--- src/rtl/faux_uart.sv ---
//------------------------------------------------------------------------------
// Module      : faux_uart
// Description : Cycle-timed stand-in for a UART with independent TX/RX paths.
// Revision    : 1.0 - initial release
//------------------------------------------------------------------------------
`default_nettype none

module faux_uart #(
    parameter int unsigned TX_CYCLES = 16,
    parameter int unsigned RX_CYCLES = 16
) (
    input  logic       clk,
    input  logic       rst,
    input  logic       rx_en,
    input  logic [7:0] sim_in_byte,
    output logic [7:0] sim_out_byte,
    output logic       tx_ready,
    input  logic       transmit,
    input  logic [7:0] tx_byte,
    output logic       received,
    output logic [7:0] rx_byte,
    output logic       is_receiving,
    output logic       is_transmitting,
    output logic       recv_error
);

    typedef enum logic [0:0] {
        ST_IDLE = 1'b0,
        ST_BUSY = 1'b1
    } state_t;

    // Counters are loaded with N-1 so completion lands exactly N edges after accept.
    localparam logic [15:0] C_TX_LOAD = 16'(TX_CYCLES - 1);
    localparam logic [15:0] C_RX_LOAD = 16'(RX_CYCLES - 1);

    state_t      r_tx_state;
    state_t      r_rx_state;
    logic [15:0] r_tx_cnt;
    logic [15:0] r_rx_cnt;
    logic [7:0]  r_tx_data;
    logic [7:0]  r_rx_data;

    always_ff @(posedge clk) begin
        if (rst) begin
            r_tx_state      <= ST_IDLE;
            r_tx_cnt        <= 16'd0;
            r_tx_data       <= 8'd0;
            sim_out_byte    <= 8'd0;
            tx_ready        <= 1'b0;
            is_transmitting <= 1'b0;
        end else begin
            tx_ready <= 1'b0;
            case (r_tx_state)
                ST_IDLE: begin
                    if (transmit) begin
                        r_tx_data       <= tx_byte;
                        r_tx_cnt        <= C_TX_LOAD;
                        r_tx_state      <= ST_BUSY;
                        is_transmitting <= 1'b1;
                    end
                end
                ST_BUSY: begin
                    if (r_tx_cnt == 16'd0) begin
                        r_tx_state      <= ST_IDLE;
                        is_transmitting <= 1'b0;
                        sim_out_byte    <= r_tx_data;
                        tx_ready        <= 1'b1;
                    end else begin
                        r_tx_cnt <= r_tx_cnt - 16'd1;
                    end
                end
                default: r_tx_state <= ST_IDLE;
            endcase
        end
    end

    always_ff @(posedge clk) begin
        if (rst) begin
            r_rx_state   <= ST_IDLE;
            r_rx_cnt     <= 16'd0;
            r_rx_data    <= 8'd0;
            rx_byte      <= 8'd0;
            received     <= 1'b0;
            is_receiving <= 1'b0;
            recv_error   <= 1'b0;
        end else begin
            received   <= 1'b0;
            recv_error <= 1'b0;
            case (r_rx_state)
                ST_IDLE: begin
                    if (rx_en) begin
                        r_rx_data    <= sim_in_byte;
                        r_rx_cnt     <= C_RX_LOAD;
                        r_rx_state   <= ST_BUSY;
                        is_receiving <= 1'b1;
                    end
                end
                ST_BUSY: begin
                    // A strobe while busy is an overrun: the new byte is dropped.
                    if (rx_en) begin
                        recv_error <= 1'b1;
                    end
                    if (r_rx_cnt == 16'd0) begin
                        r_rx_state   <= ST_IDLE;
                        is_receiving <= 1'b0;
                        rx_byte      <= r_rx_data;
                        received     <= 1'b1;
                    end else begin
                        r_rx_cnt <= r_rx_cnt - 16'd1;
                    end
                end
                default: r_rx_state <= ST_IDLE;
            endcase
        end
    end

endmodule

`default_nettype wire

--- config.mk ---
export PLATFORM = sky130hd
export DESIGN_NAME = faux_uart
export DESIGN_NICKNAME = d
export VERILOG_FILES = /design/src/rtl/faux_uart.sv
export SDC_FILE = /design/constraint.sdc
export NUM_CORES = 1
export LEC_CHECK = 0
export CORE_MARGIN = 3
export CORE_UTILIZATION = 54
export DETAILED_ROUTE_END_ITERATION = 8
export PLACE_DENSITY = 0.81
export SYNTH_ARGS = -nofsm -noshare
export SYNTH_HDL_FRONTEND = slang
export SYNTH_SLANG_ARGS = --single-unit
--- constraint.sdc ---
create_clock -name clk -period 2.3 [get_ports clk]
set_input_delay 0.23 -clock clk [delete_from_list [all_inputs] [get_ports clk]]
set_output_delay 0.23 -clock clk [all_outputs]
set_load 0.01 [all_outputs]
### Word-level counts from Yosys, hierarchy flattened

Cells that the tools add are included.

* output and inout port bits: 21
* register bits: 71
* bits of input ports: 20
* word-level logic and storage cells: 55

* mux-type cells: 20
* reductions and logical operators: 12
* eq/ne operators: 6
* add/sub/neg operators: 2
* bitwise operators: 2

Operator list (number)
* two-way mux 16 bit: 4
* one-hot mux 16 bit (2 select lines): 2
* logical NOT 16 bit: 2
* subtractor 16 x 1 -> 16 bit, second input constant: 2
* AND reduction 2 bit: 8
* two-way mux 1 bit: 10
* != test 2 bit, second input constant: 4
* one-hot mux 1 bit (2 select lines): 4
* != test 2 x 1 -> 1 bit, second input constant: 2
* OR reduction 2 bit: 2
* NOT 1 bit: 2

### Depth between registers and ports, before layout

Gate-level depths: netlist (run 1).

* depth in word-level cells: 3
* depth in mapped cells: 7
* mapped depth without buffers: 6

### Worst setup path before layout (run 1)

No wires, ideal clock.

* path type: register -> register
* start point: reg r_tx_cnt[0]
* end point: reg r_tx_cnt[14]
* slack: 390 ps
* path buffers: 0
* arrival: 1789 ps
* required time: 2179 ps
* cell stages (with the launch flop): 7
* setup time: 121 ps
* period minus slack after synthesis: 1910 ps
* path through: dfxtp_1 -> inv_1 -> ha_1 -> nor3b_1 -> nand3_1 -> nor4_1 -> mux2_2

* longest elaborated chain between the ends: 3
* elaborated cells between the ends (all ways): 6
* classes of those cells: add/sub: 1; eq/ne: 1; mux: 2; reduce/logical: 2

RTL lines
* from (decl): RTL line 38 `logic [15:0] r_tx_cnt;`
* from (signal assigned): RTL line 69 `r_tx_cnt <= r_tx_cnt - 16'd1;`
* subtractor 16 x 1 -> 16 bit / logical NOT 16 bit (equally long branches): RTL line 69, 63
* two-way mux 16 bit / != test 2 bit (equally long branches)
* one-hot mux 16 bit (2 select lines) / AND reduction 2 bit (equally long branches)

Parallel ways exist; a longest one is shown, timed or not. The select of a mux whose other input is x is not followed.
A chain may end at the register's enable or synchronous reset.

### Final worst setup path (run 1)

* start point: reg r_rx_cnt[2]
* end point: reg r_rx_cnt[9]

* longest elaborated chain between the ends: 3
* elaborated cells between the ends (all ways): 6
* classes of those cells: add/sub: 1; eq/ne: 1; mux: 2; reduce/logical: 2

RTL lines
* from (decl): RTL line 39 `logic [15:0] r_rx_cnt;`
* from (signal assigned): RTL line 109 `r_rx_cnt <= r_rx_cnt - 16'd1;`
* subtractor 16 x 1 -> 16 bit / logical NOT 16 bit (equally long branches): RTL line 109, 103
* two-way mux 16 bit / != test 2 bit (equally long branches)
* one-hot mux 16 bit (2 select lines) / AND reduction 2 bit (equally long branches)

Parallel ways exist; a longest one is shown, timed or not. The select of a mux whose other input is x is not followed.

==> results of run 1 <==
## sequential cells by signal, indices dropped and copies added (netlist names)
name / cells
r_rx_cnt: 16
r_tx_cnt: 16
r_rx_data: 8
r_tx_data: 8
rx_byte: 8
sim_out_byte: 8
is_receiving: 1
is_transmitting: 1
r_rx_state: 1
r_tx_state: 1
received: 1
recv_error: 1
tx_ready: 1
## cell type report
class | instances | share of cell area (%)
Multi-Input combinational cell | 276 | 41.7
Inverter | 13 | 1.27
Sequential cell | 71 | 36.9
Clock buffer | 11 | 3.93
Timing Repair Buffer | 51 | 12.4
Tap cell | 72 | 2.34
Clock inverter | 5 | 1.46
## worst max path at each step
stage                                endpoint  depth (start not counted)
floorplan           r_tx_cnt[14]$_SDFFE_PP0P_                          6
global placement    r_tx_cnt[14]$_SDFFE_PP0P_                          6
detailed placement  r_tx_cnt[14]$_SDFFE_PP0P_                          6
finish               r_rx_cnt[9]$_SDFFE_PP0P_                          4
global route        r_tx_cnt[12]$_SDFFE_PP0P_                          7
CTS                 r_tx_cnt[12]$_SDFFE_PP0P_                          7
## cells in the mapped netlist, types with 2 or more instances
master / instances / area share (%)
nand2_1: 45 / 5.3
o31ai_1: 6 / 1.4
buf_6: 2 / 0.71
and4_1: 3 / 0.83
ha_1: 2 / 0.79
and3_1: 4 / 0.79
or3_1: 7 / 1.4
clkbuf_1: 13 / 1.5
nor4_1: 9 / 1.8
buf_1: 3 / 0.36
a21oi_1: 58 / 9.2
or4_1: 12 / 2.9
nor3b_1: 7 / 1.7
nor2_1: 17 / 2.0
mux2_2: 3 / 1.1
nand4b_1: 2 / 0.55
dfxtp_1: 71 / 45
nor2b_1: 3 / 0.59
o21ai_0: 21 / 3.3
inv_1: 13 / 1.5
o41ai_1: 2 / 0.55
nand4_1: 8 / 1.6
nor4_2: 3 / 1.2
a211oi_1: 6 / 1.4
and2_1: 2 / 0.40
nor3_1: 8 / 1.3
nand3_1: 21 / 3.3
o211ai_1: 5 / 1.2
nand2b_1: 2 / 0.40
or3_2: 3 / 0.71
## report_power, final
part           leakage [nW]  switching, mW  internal, mW  total, mW
logic                 0.672          0.383         0.253      0.636
clock network         0.105          0.464         0.558       1.02
registers             0.579         0.0776          1.30       1.38
total                  1.36          0.925          2.12       3.04
## worst max-delay path, stage by stage (launching register included)
cell and delay, ps:
dfxtp_1 380, or4_4 570, or4_1 420, or4_1 410, a21oi_1 150
## metrics by stage
| stage | total power, mW | setup WS, ps | util [%] | area (sq um) |
|---|---|---|---|---|
| final | 3.04 | 318 | 69.1 | 3850 |
| after CTS | 3.05 | 184 | 68.9 | 3840 |
| after global routing | 3.19 | 166 | 69.1 | 3850 |
| after global placement | 2.01 | 286 | 65.2 | 3630 |
| after floorplan | 1.84 | 390 | - | 3160 |
| after detailed placement | 2.03 | 216 | 65.2 | 3630 |
## routing by layer
layer | wire, microns | up-vias | part of all wire (%)
met1 | 3180 | 1420 | 42
li1 | - | 1489 | -
met5 | 0 | - | 0
met3 | 392 | 17 | 5.2
met4 | 140 | 0 | 1.9
met2 | 3810 | 91 | 51
## what timing repair did
action	in CTS	in global routing
gates resized for setup	0	2
setup endpoints to repair	0	12
hold buffers	0	0
## kinds of logic (layout without fill, tap and decap cells)
| kind of cell | count (synthesis) | after routing | share of synthesized area [%] |
|---|---|---|---|
| buf+inv | 33 | 80 | 4.55 |
| fa+ha+maj | 2 | 2 | 0.792 |
| mux | 4 | 4 | 1.39 |
| compound gates | 108 | 108 | 19.8 |
| simple gates | 162 | 162 | 28.5 |
| flops | 71 | 71 | 45.0 |
==> impl_metrics.tcl, run 1 <==
set metrics [dict create \
    grt_usage_pct 23.3 \
    cp.arrival_ps 2270 \
    drt_wl_total_microns 7530 \
    ant_nets 0 \
    syn_nets 402 \
    die_height_microns 82.5 \
    via_count 3017 \
    synthFlopType "dfxtp_1" \
    htreeDepth 3 \
    start_util_pct 56.7 \
    cts.sinks 71 \
    coreArea_sq_um 5570 \
    multi_input_area_sq_um 1610 \
    grt_max_degree 37 \
    rr_worst_depth 4 \
    hp-start "rst" \
    worstSetupPathType "reg2reg" \
    setup_viol 0 \
    fin_cells 499 \
    synth.avg_cell_area_sq_um 8.32 \
    startpoint "r_rx_cnt[2]$_SDFFE_PP0P_" \
    fmax_ghz 0.504 \
    synth_warnings 0 \
    met3_usage_pct 6.94 \
    p_per_area_nw_per_um2 789 \
    hold_class "in2reg" \
    wire_per_inst_microns 15.1 \
    cap_violations 0 \
    drtPass1Iterations 4 \
    dp_hpwl_microns 5060 \
    p_leak_nw 1.36 \
    maxSlewHeadroom_pct 54.7 \
    netlist_area_sq_um 3160 \
    die_w_microns 82.5 \
    io_pins 41 \
    async_flop_share_pct 0 \
    area_growth_syn_to_layout_pct 21.9 \
    port_buffers 40 \
    n_antenna_cell 0 \
    final_hold_viol_count 0 \
    hold_ws_ps 407 \
    clk_pin_slew_ps 80 \
    ys_seq_elements 71 \
    slew_viol_final 0 \
    drc_errors 0 \
    cts_tree "done" \
    regToRegSetupSlack_ps 320 \
    most-common-layout-cells "dfxtp_1, a21oi_1, nand2_1" \
    finalClockSkew_ps 8.64 \
    layout-drive-gt1-share_pct 10.8 \
    status "complete, no violations" \
    period_needed_ps 1980 \
    path_max_fanout 8 \
    nets 444 \
    postCtsSetupRepairBufs 0 \
    cts_root_buffer "clkbuf_8" \
    die_area_sq_um 6810 \
    timing.rr.start "r_rx_cnt[2]$_SDFFE_PP0P_" \
    fill_cells 473 \
    antenna_found_initial 0 \
    layout_commonest_cell "dfxtp_1" \
    syn_inst 380 \
    use_met1_pct 27.0 \
    clockBufferDepth 2 \
    drt_iter0_markers 139 \
    peakVddDrop_mv 0.548 \
    cp-start-kind "register" \
    cp-end-kind "register" \
    placed_cells 483 \
    clock_latency_ps 340 \
    required_ps 2590 \
    seq_area_sq_um 1420 \
    r2r-end "r_rx_cnt[9]$_SDFFE_PP0P_" \
    synth-edff-count 0 \
    fp-row-count 27 \
    rsz0062_at_grt "false" \
    via_per_inst 6.05 \
    whs_path_depth 2 \
    worst_pin_slew_ps 679 \
    top_usage_layer "met2" \
    gp_congestion 0.870 \
    min_period_over_period_pct 86.2 \
    cts_buffers 9 \
    grt_pass1_wl_microns 12200 \
    grt_use_met2_pct 40.1 \
    tns_ps 0 \
    grt_overflow_total 0 \
    yosysUniqueCellTypes 49 \
    min_to "recv_error$_SDFF_PP0_" \
    grt_pass1_vias 2740 \
    ys_seq_area_share_pct 45.0 \
]
No activity file was read; power rests on OpenSTA's default activity.
==> run 2: changes to the inputs <==
Settings changed: CORE_UTILIZATION 54 to 45, PLACE_DENSITY 0.81 to 0.67.
==> run 2 against run 1 <==
  * Critical path depth is the same
  * First-iteration DRC count is 26% lower
  * Fmax fell by 3.1%
  * Global-route usage fell by 5.1 points
  * Critical path type unchanged
  * Highest routed layer unchanged
==> impl_metrics.tcl, run 2 (same netlist as run 1, synthesis figures left out) <==
set metrics [dict create \
    worst-path-buf-inv 0 \
    setup_viol 0 \
    ant_nets 0 \
    finalClockSkew_ps 11.1 \
    switching_share_pct 30.9 \
    clockBufferDepth 2 \
    p_leak_nw 1.35 \
    start_util_pct 48.1 \
    fill_cells 586 \
    crit_family "simple AND/OR/NAND/NOR gates" \
    tns_ps 0 \
    cp-end-kind "register" \
    grt_overflow_total 0 \
    peakVddDrop_mv 0.482 \
    postLayoutCoreUtil_pct 58.6 \
    clock_latency_ps 350 \
    required_ps 2500 \
    layout_setup_ws_ps 255 \
    cts_root_buffer "clkbuf_8" \
    die_area_sq_um 8060 \
    slowest_delay_ps 640 \
    cts.sinks 71 \
    fmax_ghz 0.489 \
    min_period_over_period_pct 88.9 \
    coreArea_sq_um 6570 \
    die_w_microns 89.8 \
    via_count 2929 \
    place_area_sq_um 3660 \
    area_growth_syn_to_layout_pct 21.9 \
    worst_pin_slew_ps 911 \
    drt_wl_total_microns 7230 \
    worstSetupPathType "reg2reg" \
    period_needed_ps 2040 \
    io_pins 41 \
    wire_per_inst_microns 13.9 \
    cp-start-kind "register" \
    cap_violations 0 \
    n_antenna_cell 0 \
    cp.arrival_ps 2240 \
    layout-drive-gt1-share_pct 10.3 \
    path_max_fanout 10 \
    grt_pass1_vias 2706 \
    seq_area_sq_um 1420 \
    hold_class "in2reg" \
    slew_viol_final 0 \
    drc_errors 0 \
    status "complete, no violations" \
    rsz0062_at_grt "false" \
    fp-row-count 29 \
    clk_pin_slew_ps 80 \
    grt_max_degree 51 \
    antenna_found_initial 0 \
    via_per_inst 5.64 \
    most-common-layout-cells "dfxtp_1, a21oi_1, nand2_1" \
    maxSlewHeadroom_pct 39.3 \
    comb_power_share_pct 21.8 \
    cts_tree "done" \
    drt_iter0_markers 103 \
    nets 444 \
    gp_congestion 0.825 \
    final_hold_viol_count 0 \
    cp_cell_sequence "nor4_1 > nand4_1 > o21ai_0 > a21oi_1" \
    cts_buffers 9 \
    grt_usage_pct 18.2 \
    die_height_microns 89.8 \
    intPower_mw 2.06 \
    dp_hpwl_microns 4920 \
    p_per_area_nw_per_um2 774 \
    cp_slowest_cell "nor4_1" \
    design_area_sq_um 3850 \
    layout_commonest_cell "dfxtp_1" \
    reg_top3 "r_rx_cnt (16), r_tx_cnt (16)" \
    pre_cts_ws_ps 167 \
    drtPass1Iterations 4 \
    pwr-share-clk_pct 31.9 \
    grt_pass1_wl_microns 12200 \
    fin_cells 519 \
    postCtsSetupRepairBufs 0 \
    placed_cells 504 \
    multi_input_area_sq_um 1600 \
    p_switching_uw 921 \
    pwr-share-seq_pct 46.3 \
    htreeDepth 3 \
    port_buffers 40 \
]
==> run 2: changes by cell type in the layout (fill, tap and decap cells not counted) <==
cell	before	now
nor4_1	8	9
clkbuf_8	11	9
clkinvlp_4	1	0
nor4_2	4	3
clkinv_2	2	3
clkinv_4	1	2
==> run 2: final cells by class <==
| cell class | instances | area share (%) |
|---|---|---|
| sequential | 71 | 36.9 |
| clock inverter | 6 | 1.62 |
| inverter | 13 | 1.27 |
| tap | 93 | 3.02 |
| multi-input combinational | 276 | 41.6 |
| clock buffer | 9 | 3.22 |
| timing repair buffer | 51 | 12.4 |
==> run 2: power groups by stage <==
stage          Sequential [mW]  Clock (mW)  Combinational [mW]
2_1_floorplan             1.39           0               0.445
3_3_place_gp              1.40           0               0.633
3_5_place_dp              1.41           0               0.642
4_1_cts                   1.38       0.985               0.645
5_1_grt                   1.40        1.02               0.721
6_report                  1.38       0.951               0.649
==> run 2: timing repair <==
action                                  in CTS  in global routing
gates resized for setup                      0                  1
endpoints found under the setup margin       0                  2
hold buffers                                 0                  0
endpoints found under the hold margin        0                  0
==> run 2: worst min-delay path: stages <==
cell and delay (ps):
clkdlybuf4s50_1 400, nand2_1 50, a21oi_1 50
==> run 2: final timing paths <==
kind	startpoint	end	slack, ps	cells past startpoint
worst max-delay path	r_tx_cnt[11]$_SDFFE_PP0P_	sim_out_byte[2]$_SDFFE_PP0P_	260	4
worst min-delay path	tx_byte[1]	r_tx_data[1]$_SDFFE_PP0P_	430	3
worst max register to register	r_tx_cnt[11]$_SDFFE_PP0P_	sim_out_byte[2]$_SDFFE_PP0P_	260	4
worst min register to register	r_rx_data[4]$_SDFFE_PP0P_	r_rx_data[4]$_SDFFE_PP0P_	460	2
==> run 2: per-layer routing <==
| layer | up-vias | track usage, % | part of all wire, % |
|---|---|---|---|
| met1 | 1374 | 23.1 | 47 |
| met5 | - | 0 | 0 |
| met4 | 0 | 8.05 | 1.8 |
| met2 | 54 | 30.2 | 48 |
| met3 | 8 | 3.51 | 3.4 |
| li1 | 1493 | - | - |
==> run 2: per-stage QoR <==
stage / power (mW) / hold slack, ps
6_report: 2.98 / 425
5_1_grt: 3.14 / 420
4_1_cts: 3.01 / 408
3_5_place_dp: 2.05 / 447
3_3_place_gp: 2.04 / 444
2_1_floorplan: 1.84 / 351
